--- src/rtl/biquad_cfg_pkg.sv ---
// Shared constants for the biquad coefficient configuration controller:
// coefficient index map and controller state encoding.
package biquad_cfg_pkg;

  localparam int COEF_W_DEF = 16;

  localparam logic [2:0] IDX_B0   = 3'd0;
  localparam logic [2:0] IDX_B1   = 3'd1;
  localparam logic [2:0] IDX_B2   = 3'd2;
  localparam logic [2:0] IDX_A1   = 3'd3;
  localparam logic [2:0] IDX_A2   = 3'd4;
  localparam logic [2:0] IDX_LAST = 3'd4;

  typedef enum logic [1:0] {
    ST_IDLE  = 2'd0,
    ST_WAIT  = 2'd1,
    ST_FLUSH = 2'd2
  } state_t;

endpackage

--- src/rtl/biquad_cfg_ctrl_if.sv ---
// Host coefficient write port: one valid/ready word transfer per accepted beat.
interface biquad_cfg_ctrl_if
  import biquad_cfg_pkg::*;
#(
  parameter int SW     = 2,
  parameter int COEF_W = COEF_W_DEF
);
  logic                     WR_VALID;
  logic                     WR_READY;
  logic [SW-1:0]            WR_SECT;
  logic [2:0]               WR_IDX;
  logic signed [COEF_W-1:0] WR_DATA;

  modport master (output WR_VALID, WR_SECT, WR_IDX, WR_DATA, input WR_READY);
  modport slave  (input WR_VALID, WR_SECT, WR_IDX, WR_DATA, output WR_READY);
endinterface

--- src/rtl/biquad_coef_bank.sv ---
// One biquad section's coefficients: five shadow registers written by the host
// and five active registers loaded from the shadow set in a single swap edge.
module biquad_coef_bank
  import biquad_cfg_pkg::*;
#(
  parameter int COEF_W = COEF_W_DEF
) (
  input  logic                     clk_i,
  input  logic                     rst_ni,
  input  logic                     we_i,
  input  logic [2:0]               idx_i,
  input  logic signed [COEF_W-1:0] data_i,
  input  logic                     swap_i,
  output logic signed [COEF_W-1:0] b0_o,
  output logic signed [COEF_W-1:0] b1_o,
  output logic signed [COEF_W-1:0] b2_o,
  output logic signed [COEF_W-1:0] a1_o,
  output logic signed [COEF_W-1:0] a2_o
);

  logic signed [COEF_W-1:0] shd_q [5];
  logic signed [COEF_W-1:0] act_q [5];

  always_ff @(posedge clk_i) begin
    if (!rst_ni) begin
      for (int k = 0; k < 5; k++) begin
        shd_q[k] <= '0;
        act_q[k] <= '0;
      end
    end else begin
      // idx_i is pre-qualified by the controller; 5..7 never arrive with we_i
      if (we_i) begin
        case (idx_i)
          IDX_B0:  shd_q[0] <= data_i;
          IDX_B1:  shd_q[1] <= data_i;
          IDX_B2:  shd_q[2] <= data_i;
          IDX_A1:  shd_q[3] <= data_i;
          IDX_A2:  shd_q[4] <= data_i;
          default: ;
        endcase
      end
      if (swap_i) begin
        for (int k = 0; k < 5; k++) act_q[k] <= shd_q[k];
      end
    end
  end

  assign b0_o = act_q[0];
  assign b1_o = act_q[1];
  assign b2_o = act_q[2];
  assign a1_o = act_q[3];
  assign a2_o = act_q[4];

endmodule

--- src/rtl/biquad_cfg_ctrl.sv ---
// Coefficient configuration controller: shadow writes, sample-aligned atomic
// shadow->active commit, and optional biquad state flush afterwards.
module biquad_cfg_ctrl
  import biquad_cfg_pkg::*;
#(
  parameter int N_SECT    = 4,
  parameter int COEF_W    = COEF_W_DEF,
  parameter int FLUSH_CYC = 2
) (
  input  logic                       CLK,
  input  logic                       RST,
  biquad_cfg_ctrl_if.slave           wr,
  input  logic                       COMMIT,
  input  logic                       FLUSH_REQ,
  input  logic                       SMP_TICK,
  output logic                       BUSY,
  output logic                       SWAP_DONE,
  output logic                       ERR,
  output logic                       FILT_RST,
  output logic [N_SECT*COEF_W-1:0]   COEF_B0,
  output logic [N_SECT*COEF_W-1:0]   COEF_B1,
  output logic [N_SECT*COEF_W-1:0]   COEF_B2,
  output logic [N_SECT*COEF_W-1:0]   COEF_A1,
  output logic [N_SECT*COEF_W-1:0]   COEF_A2
);

  localparam int SW = (N_SECT > 1) ? $clog2(N_SECT) : 1;
  localparam int CW = (FLUSH_CYC > 1) ? $clog2(FLUSH_CYC) : 1;
  localparam logic [SW:0] SECT_LIM = (SW+1)'(N_SECT);

  state_t        state_q, state_d;
  logic [CW-1:0] cnt_q, cnt_d;
  logic          flush_pend_q, flush_pend_d;
  logic          err_q, err_d;
  logic          swap_done_q, swap_done_d;
  logic          filt_rst_q, filt_rst_d;
  logic          live_q;
  logic          wr_ready, wr_fire, wr_legal, swap;
  logic [SW-1:0] sect;

  assign sect     = wr.WR_SECT;
  // live_q keeps the port closed while reset is held
  assign wr_ready = live_q && (state_q == ST_IDLE);
  assign wr_fire  = wr.WR_VALID && wr_ready;
  assign wr_legal = (wr.WR_IDX <= IDX_LAST) && ({1'b0, sect} < SECT_LIM);

  always_comb begin
    state_d      = state_q;
    cnt_d        = cnt_q;
    flush_pend_d = flush_pend_q;
    swap         = 1'b0;
    case (state_q)
      ST_IDLE: begin
        if (COMMIT) begin
          flush_pend_d = FLUSH_REQ;
          state_d      = ST_WAIT;
        end
      end
      ST_WAIT: begin
        if (SMP_TICK) begin
          swap    = 1'b1;
          state_d = flush_pend_q ? ST_FLUSH : ST_IDLE;
          cnt_d   = CW'(FLUSH_CYC - 1);
        end
      end
      ST_FLUSH: begin
        if (cnt_q == '0) state_d = ST_IDLE;
        else             cnt_d   = cnt_q - CW'(1);
      end
      default: state_d = ST_IDLE;
    endcase
    swap_done_d = swap;
    filt_rst_d  = (state_d != ST_FLUSH);
    err_d       = err_q || (wr_fire && !wr_legal);
  end

  always_ff @(posedge CLK) begin
    if (!RST) begin
      state_q      <= ST_IDLE;
      cnt_q        <= '0;
      flush_pend_q <= 1'b0;
      err_q        <= 1'b0;
      swap_done_q  <= 1'b0;
      filt_rst_q   <= 1'b0;
      live_q       <= 1'b0;
    end else begin
      state_q      <= state_d;
      cnt_q        <= cnt_d;
      flush_pend_q <= flush_pend_d;
      err_q        <= err_d;
      swap_done_q  <= swap_done_d;
      filt_rst_q   <= filt_rst_d;
      live_q       <= 1'b1;
    end
  end

  assign wr.WR_READY = wr_ready;
  assign BUSY        = (state_q != ST_IDLE);
  assign SWAP_DONE   = swap_done_q;
  assign ERR         = err_q;
  assign FILT_RST    = filt_rst_q;

  for (genvar k = 0; k < N_SECT; k++) begin : g_sect
    logic we;
    assign we = wr_fire && wr_legal && (sect == SW'(k));
    biquad_coef_bank #(.COEF_W(COEF_W)) u_bank (
      .clk_i  (CLK),
      .rst_ni (RST),
      .we_i   (we),
      .idx_i  (wr.WR_IDX),
      .data_i (wr.WR_DATA),
      .swap_i (swap),
      .b0_o   (COEF_B0[k*COEF_W +: COEF_W]),
      .b1_o   (COEF_B1[k*COEF_W +: COEF_W]),
      .b2_o   (COEF_B2[k*COEF_W +: COEF_W]),
      .a1_o   (COEF_A1[k*COEF_W +: COEF_W]),
      .a2_o   (COEF_A2[k*COEF_W +: COEF_W])
    );
  end

endmodule

--- src/flat_wrapper.sv ---
// flat-port wrapper written by rule: the top's interface ports become plain ports
module biquad_cfg_ctrl_flat import biquad_cfg_pkg::*;
#(
  parameter int N_SECT    = 4,
  parameter int COEF_W    = COEF_W_DEF,
  parameter int FLUSH_CYC = 2
)
  (CLK, RST, COMMIT, FLUSH_REQ, SMP_TICK, BUSY, SWAP_DONE, ERR, FILT_RST, COEF_B0, COEF_B1, COEF_B2, COEF_A1, COEF_A2, wr_WR_VALID, wr_WR_SECT, wr_WR_IDX, wr_WR_DATA, wr_WR_READY);
  biquad_cfg_ctrl_if #(.SW(2), .COEF_W(COEF_W)) wr_i ();
  input  logic CLK;
  input  logic RST;
  input  logic COMMIT;
  input  logic FLUSH_REQ;
  input  logic SMP_TICK;
  output logic BUSY;
  output logic SWAP_DONE;
  output logic ERR;
  output logic FILT_RST;
  output logic [N_SECT*COEF_W-1:0] COEF_B0;
  output logic [N_SECT*COEF_W-1:0] COEF_B1;
  output logic [N_SECT*COEF_W-1:0] COEF_B2;
  output logic [N_SECT*COEF_W-1:0] COEF_A1;
  output logic [N_SECT*COEF_W-1:0] COEF_A2;
  input wire logic [$bits(wr_i.WR_VALID)-1:0] wr_WR_VALID;
  input wire logic [$bits(wr_i.WR_SECT)-1:0] wr_WR_SECT;
  input wire logic [$bits(wr_i.WR_IDX)-1:0] wr_WR_IDX;
  input wire logic [$bits(wr_i.WR_DATA)-1:0] wr_WR_DATA;
  output wire logic [$bits(wr_i.WR_READY)-1:0] wr_WR_READY;
  assign wr_i.WR_VALID = wr_WR_VALID;
  assign wr_i.WR_SECT = wr_WR_SECT;
  assign wr_i.WR_IDX = wr_WR_IDX;
  assign wr_i.WR_DATA = wr_WR_DATA;
  assign wr_WR_READY = wr_i.WR_READY;
  biquad_cfg_ctrl #(.N_SECT(N_SECT), .COEF_W(COEF_W), .FLUSH_CYC(FLUSH_CYC)) u_core (.CLK(CLK), .RST(RST), .wr(wr_i), .COMMIT(COMMIT), .FLUSH_REQ(FLUSH_REQ), .SMP_TICK(SMP_TICK), .BUSY(BUSY), .SWAP_DONE(SWAP_DONE), .ERR(ERR), .FILT_RST(FILT_RST), .COEF_B0(COEF_B0), .COEF_B1(COEF_B1), .COEF_B2(COEF_B2), .COEF_A1(COEF_A1), .COEF_A2(COEF_A2));
endmodule
--- config.mk ---
export PLATFORM = sky130hd
export DESIGN_NAME = biquad_cfg_ctrl_flat
export DESIGN_NICKNAME = d
export VERILOG_FILES = /design/src/rtl/biquad_cfg_pkg.sv /design/src/rtl/biquad_cfg_ctrl_if.sv /design/src/rtl/biquad_coef_bank.sv /design/src/rtl/biquad_cfg_ctrl.sv /design/src/flat_wrapper.sv
export SDC_FILE = /design/constraint.sdc
export NUM_CORES = 1
export LEC_CHECK = 0
export CAP_MARGIN = 10
export CORE_MARGIN = 2
export CORE_UTILIZATION = 23
export CTS_CLUSTER_SIZE = 30
export DETAILED_ROUTE_END_ITERATION = 7
export SETUP_SLACK_MARGIN = 0.02
export SLEW_MARGIN = 10
export SYNTH_ARGS = -nofsm -noshare
export SYNTH_HDL_FRONTEND = slang
export SYNTH_SLANG_ARGS = --single-unit
export TNS_END_PERCENT = 100
--- constraint.sdc ---
create_clock -name CLK -period 31.1 [get_ports CLK]
set_clock_uncertainty 0.1 [all_clocks]
set_input_delay 6.22 -clock CLK [delete_from_list [all_inputs] [get_ports CLK]]
set_output_delay 6.22 -clock CLK [all_outputs]
set_load 0.02 [all_outputs]
* Word level (Yosys, flattened, before mapping) *
Memory sizes are Yosys's and may differ from the RTL's.
Cells that the tools add are included.

word-level totals
  logic and storage cells = 205
  memories kept = 8
  RAM bits = 640
  output and inout port bits = 325
  bits in registers = 8
  input bits = 27

operators by class
  multiplexer cells = 120
  equality and inequality tests = 11
  order comparisons = 1
  bitwise operators = 40
  $add $sub $neg = 1
  reductions and logical operators = 17

memory list
  name                           words  bits a word  read ports  clocked after Yosys merged registers in  wr ports  RTL line                text
  u_core.g_sect[0].u_bank.act_q  5      16           5           0                                        5         biquad_coef_bank.sv:22  logic signed [COEF_W-1:0] act_q [5];
  u_core.g_sect[0].u_bank.shd_q  5      16           5           0                                        5         biquad_coef_bank.sv:21  logic signed [COEF_W-1:0] shd_q [5];
  u_core.g_sect[1].u_bank.act_q  5      16           5           0                                        5         biquad_coef_bank.sv:22
  u_core.g_sect[1].u_bank.shd_q  5      16           5           0                                        5         biquad_coef_bank.sv:21
  u_core.g_sect[2].u_bank.act_q  5      16           5           0                                        5         biquad_coef_bank.sv:22
  u_core.g_sect[2].u_bank.shd_q  5      16           5           0                                        5         biquad_coef_bank.sv:21
  +2 memories                    n/a    n/a          n/a         n/a                                      n/a       n/a

operators with widths
  kind                   count
  $mux W16               40
  $mux W1                74
  $or A1 B1 Y1           40
  $logic_and A1 B1 Y1    8
  $mux W2                4
  $eq A2 B2 Y1 const B   3
  $eq A3 B2 Y1 const B   2
  $pmux W2 S3            1
  $eq A2 B1 Y1 const B   2
  $logic_not A2 Y1       2
  $ne A2 B2 Y1 const B   2
  $reduce_and A2 Y1      2
  $reduce_bool A2 Y1     2
  $eq A3 B1 Y1 const B   1
  $eq A3 B3 Y1 const B   1
  $le A3 B3 Y1 const B   1
  $logic_not A3 Y1       1
  $pmux W1 S2            1
  $logic_not A1 Y1       1
  $logic_or A1 B1 Y1     1
  $sub A1 B1 Y1 const B  1

* Depth between registers and ports, before layout *
  depth after elaboration = 9
  gate-level depth with buffers = 5
  mapped depth without buffers = 3

* Cells and area by module *
A second synthesis with hierarchy kept.

unflattened totals
  cells, all modules = 1192
  area total of the unflattened synthesis = 22705.5 µm²

by module, submodules not included
  module            area each (µm²)  sequential area each (µm²)  cells each  times used
  biquad_coef_bank  5592.9           4804.6                      289         4
  biquad_cfg_ctrl   334.1            160.2                       36          1

* Worst setup path before layout *
Ideal clock, no wire load.

  kind = input-to-reg
  start point = input port RST
  end point = memory u_core.g_sect[0].u_bank.act_q[0][0] (netlist bit) (enable)
  stages = 3
  slack = 16806 ps
  setup time = 2392 ps
  arrival = 11801 ps
  path buffers = 2
  required time = 28608 ps
  cell sequence = buf_2 > buf_1 > nand2_1

RTL lines
  what                RTL line                text
  start: declaration  flat_wrapper.sv:11      input logic RST;
  end: declaration    biquad_coef_bank.sv:22

==> out/metrics.cfg <==
[outcome]
status = completed

[cts]
htreeDepth = 3
cts_root_buf = clkbuf_16
cts_setup_buffers = 0
cts_tree = built
insertion_delay_ns = 0.62
clk_pin_slew_ns = 0.06
clock-sinks = 648
ctsResizeCount = 0
clock_path_buffers = 3
hold_buffers = 0
cts_buffers = 73

[detailed_routing]
wl_um = 60000
drt_first_iter_violations = 741
ant_nets = 0
dr.pass1.iters = 6
via_count = 10844
wl_per_cell_um = 20.8
via_per_inst = 3.75
drc_errors = 0

[timing]
fmax_mhz = 110
finalMaxSlewViolations = 0
rsz0062_at_grt = no
layout_min_cycle_time_ns = 9.08
hold_viol = 0
min_period_over_period = 0.292
finalSetupViolCount = 0
maxSlewHeadroom = 0.184
final.setup.tns_ns = 0
worst_pin_slew_ns = 1.22

[layout]
seq_area_sq_mm = 0.0194
area_delta_synth_final_pct = 33.7
fillers = 9376
drive_gt1_frac = 0.0963
final_nets = 1582
final_cell_mix = edfxtp_1, clkdlybuf4s50_1, and2_1
multi_input_area_sq_mm = 0.00276
final_common_cell = edfxtp_1

[power]
powerDensity_mw_per_mm2 = 66.9
internal_power_mw = 1.54
p_leak_nw = 10.5
switching_share = 0.225
pwr-share-clk = 0.422
power_switching_mw = 0.449
power_mw = 1.99
power_frac_seq = 0.510
ir_drop_uv = 48.0
pwr-share-comb = 0.068

[logic_synthesis]
synthCells = 1155
synth.avg_cell_area_sq_um = 19.3
synth_fp_nets = 1182
async_flop_share = 0
ys_seq_area_frac = 0.869
synth_flop_cell = edfxtp_1
synth.distinct_cells = 29
syn_area_sq_mm = 0.0223
synth-edff-count = 640
synth_seq_cells = 648
yosysWarnings = 0

[critical_path]
worst-setup-path-type = in2reg
startpoint_type = input pin
critPathMaxFanout = 79
crit_path_frequent_cell = buf_4
endpoint_kind = flop
path_delay_family = buffers and inverters
crit_buf_inv = 3
cp_slowest_cell = buf_4
worstPathCellList = clkdlybuf4s50_1, nand3b_1, nand2_4, buf_4, buf_4
crit_required_ns = 31.24
worstPathArrival_ns = 9.21
slowest_delay_ns = 0.88

[floorplan]
die_y_um = 315
num_rows = 114
start_util = 0.231
ios = 352
dieArea_sq_mm = 0.0994
die_x_um = 315
core_sq_mm = 0.0964

[placement]
io_buffers = 351
hpwl_um = 39600
place.gp.congestion = 0.781

[job]
cap_violations = 0

[hold_path]
holdCritPathClass = reg2reg

[global_routing]
grt_pass1_vias = 11443
grt.overflow.total = 0
grt_util_all_layers = 0.119
grt_pass1_wl_um = 82800
grt_max_degree = 320
antenna_found_initial = 10

kinds of logic (layout without fill, tap and decap cells):
family	count (synthesis)	after routing	synth area share
flops	648	648	0.869
simple gates	432	432	0.112
buf+inv	48	503	0.0109
compound gates	26	26	0.00707
mux	1	1	0.000449
other cells	0	2	0
flip-flops by register name (all words and copies together), names as in the netlist:
name                        flops
u_core.g_sect.u_bank.shd_q    320
u_core.flush_pend_q             1
u_core.SWAP_DONE                1
u_core.g_sect.u_bank.act_q    320
u_core.cnt_q                    1
u_core.FILT_RST                 1
u_core.state_q                  2
u_core.ERR                      1
u_core.live_q                   1
stage by stage:
step / instances / utilization / area, sq um / setup WS [ns] / hold WS (ns)
after CTS: 2886 / 0.309 / 29800 / 22.04 / 0.395
final: 2888 / 0.309 / 29800 / 22.02 / 0.392
after floorplan: 1155 / - / 22300 / 16.81 / 0.354
after global routing: 2886 / 0.309 / 29800 / 21.87 / 0.423
after global placement: 2754 / 0.284 / 27400 / 21.48 / 0.356
after detailed placement: 2756 / 0.284 / 27400 / 21.37 / 0.382
cell usage after synthesis, types with 2 or more instances:
cell type,n,area share
nor2_1,70,0.012
clkbuf_2,29,0.0065
clkbuf_1,4,0.00067
buf_2,4,0.00090
nand2_1,22,0.0037
nand3_2,2,0.00090
edfxtp_1,640,0.86
nand3_1,3,0.00067
dfxtp_1,8,0.0072
o21ai_0,20,0.0045
nor2b_1,3,0.00084
and2_1,321,0.090
or3b_2,2,0.00079
buf_4,6,0.0020
inv_1,4,0.00067
nand3b_1,3,0.0010
a41o_1,2,0.00090
final cells by class:
cell class	instances	share of cell area
Sequential cell	648	0.650
Timing Repair Buffer	369	0.123
Multi-Input combinational cell	459	0.0927
Clock buffer	83	0.0633
Tap cell	1276	0.0536
Clock inverter	47	0.0160
Inverter	4	0.000504
Antenna cell	2	0.000168
worst register-to-register path, delay by kind of cell (launching register included):
| kind | cells | cell delay, ns |
|---|---|---|
| AND/OR/NAND/NOR | 2 | 0.73 |
| flip-flops | 1 | 0.42 |
| buffers and inverters | 2 | 1.73 |
power groups by stage:
stage                     logic, mW  clock network, mW  registers [mW]
after floorplan              0.0263                  0            1.07
after global placement        0.136                  0            1.04
after detailed placement      0.139                  0            1.04
after CTS                     0.139              0.867            1.02
after global routing          0.144              0.903            1.02
final                         0.135              0.842            1.02
routing by layer:
metal	routed length (um)	part of all wire	vias up	track usage
met3	5290	0.088	80	0.0459
met4	1200	0.020	8	0.0390
li1	-	-	5015	-
met5	49	0.00082	-	0
met1	26000	0.43	5412	0.154
met2	27400	0.46	329	0.185
final timing paths:
path,start,endpoint,slack [ns],cells after the start
worst max register to register,u_core.state_q[0]$_SDFF_PN0_,u_core.g_sect[2].u_bank.act_q[0][54]$_SDFFCE_PN0P_,27.66,4
worst max-delay path,SMP_TICK,u_core.g_sect[2].u_bank.act_q[0][54]$_SDFFCE_PN0P_,22.02,5
worst min register to register,u_core.cnt_q$_SDFFE_PN0P_,u_core.cnt_q$_SDFFE_PN0P_,0.39,2
worst min-delay path,u_core.cnt_q$_SDFFE_PN0P_,u_core.cnt_q$_SDFFE_PN0P_,0.39,2
(Power assumes the default switching activity.)
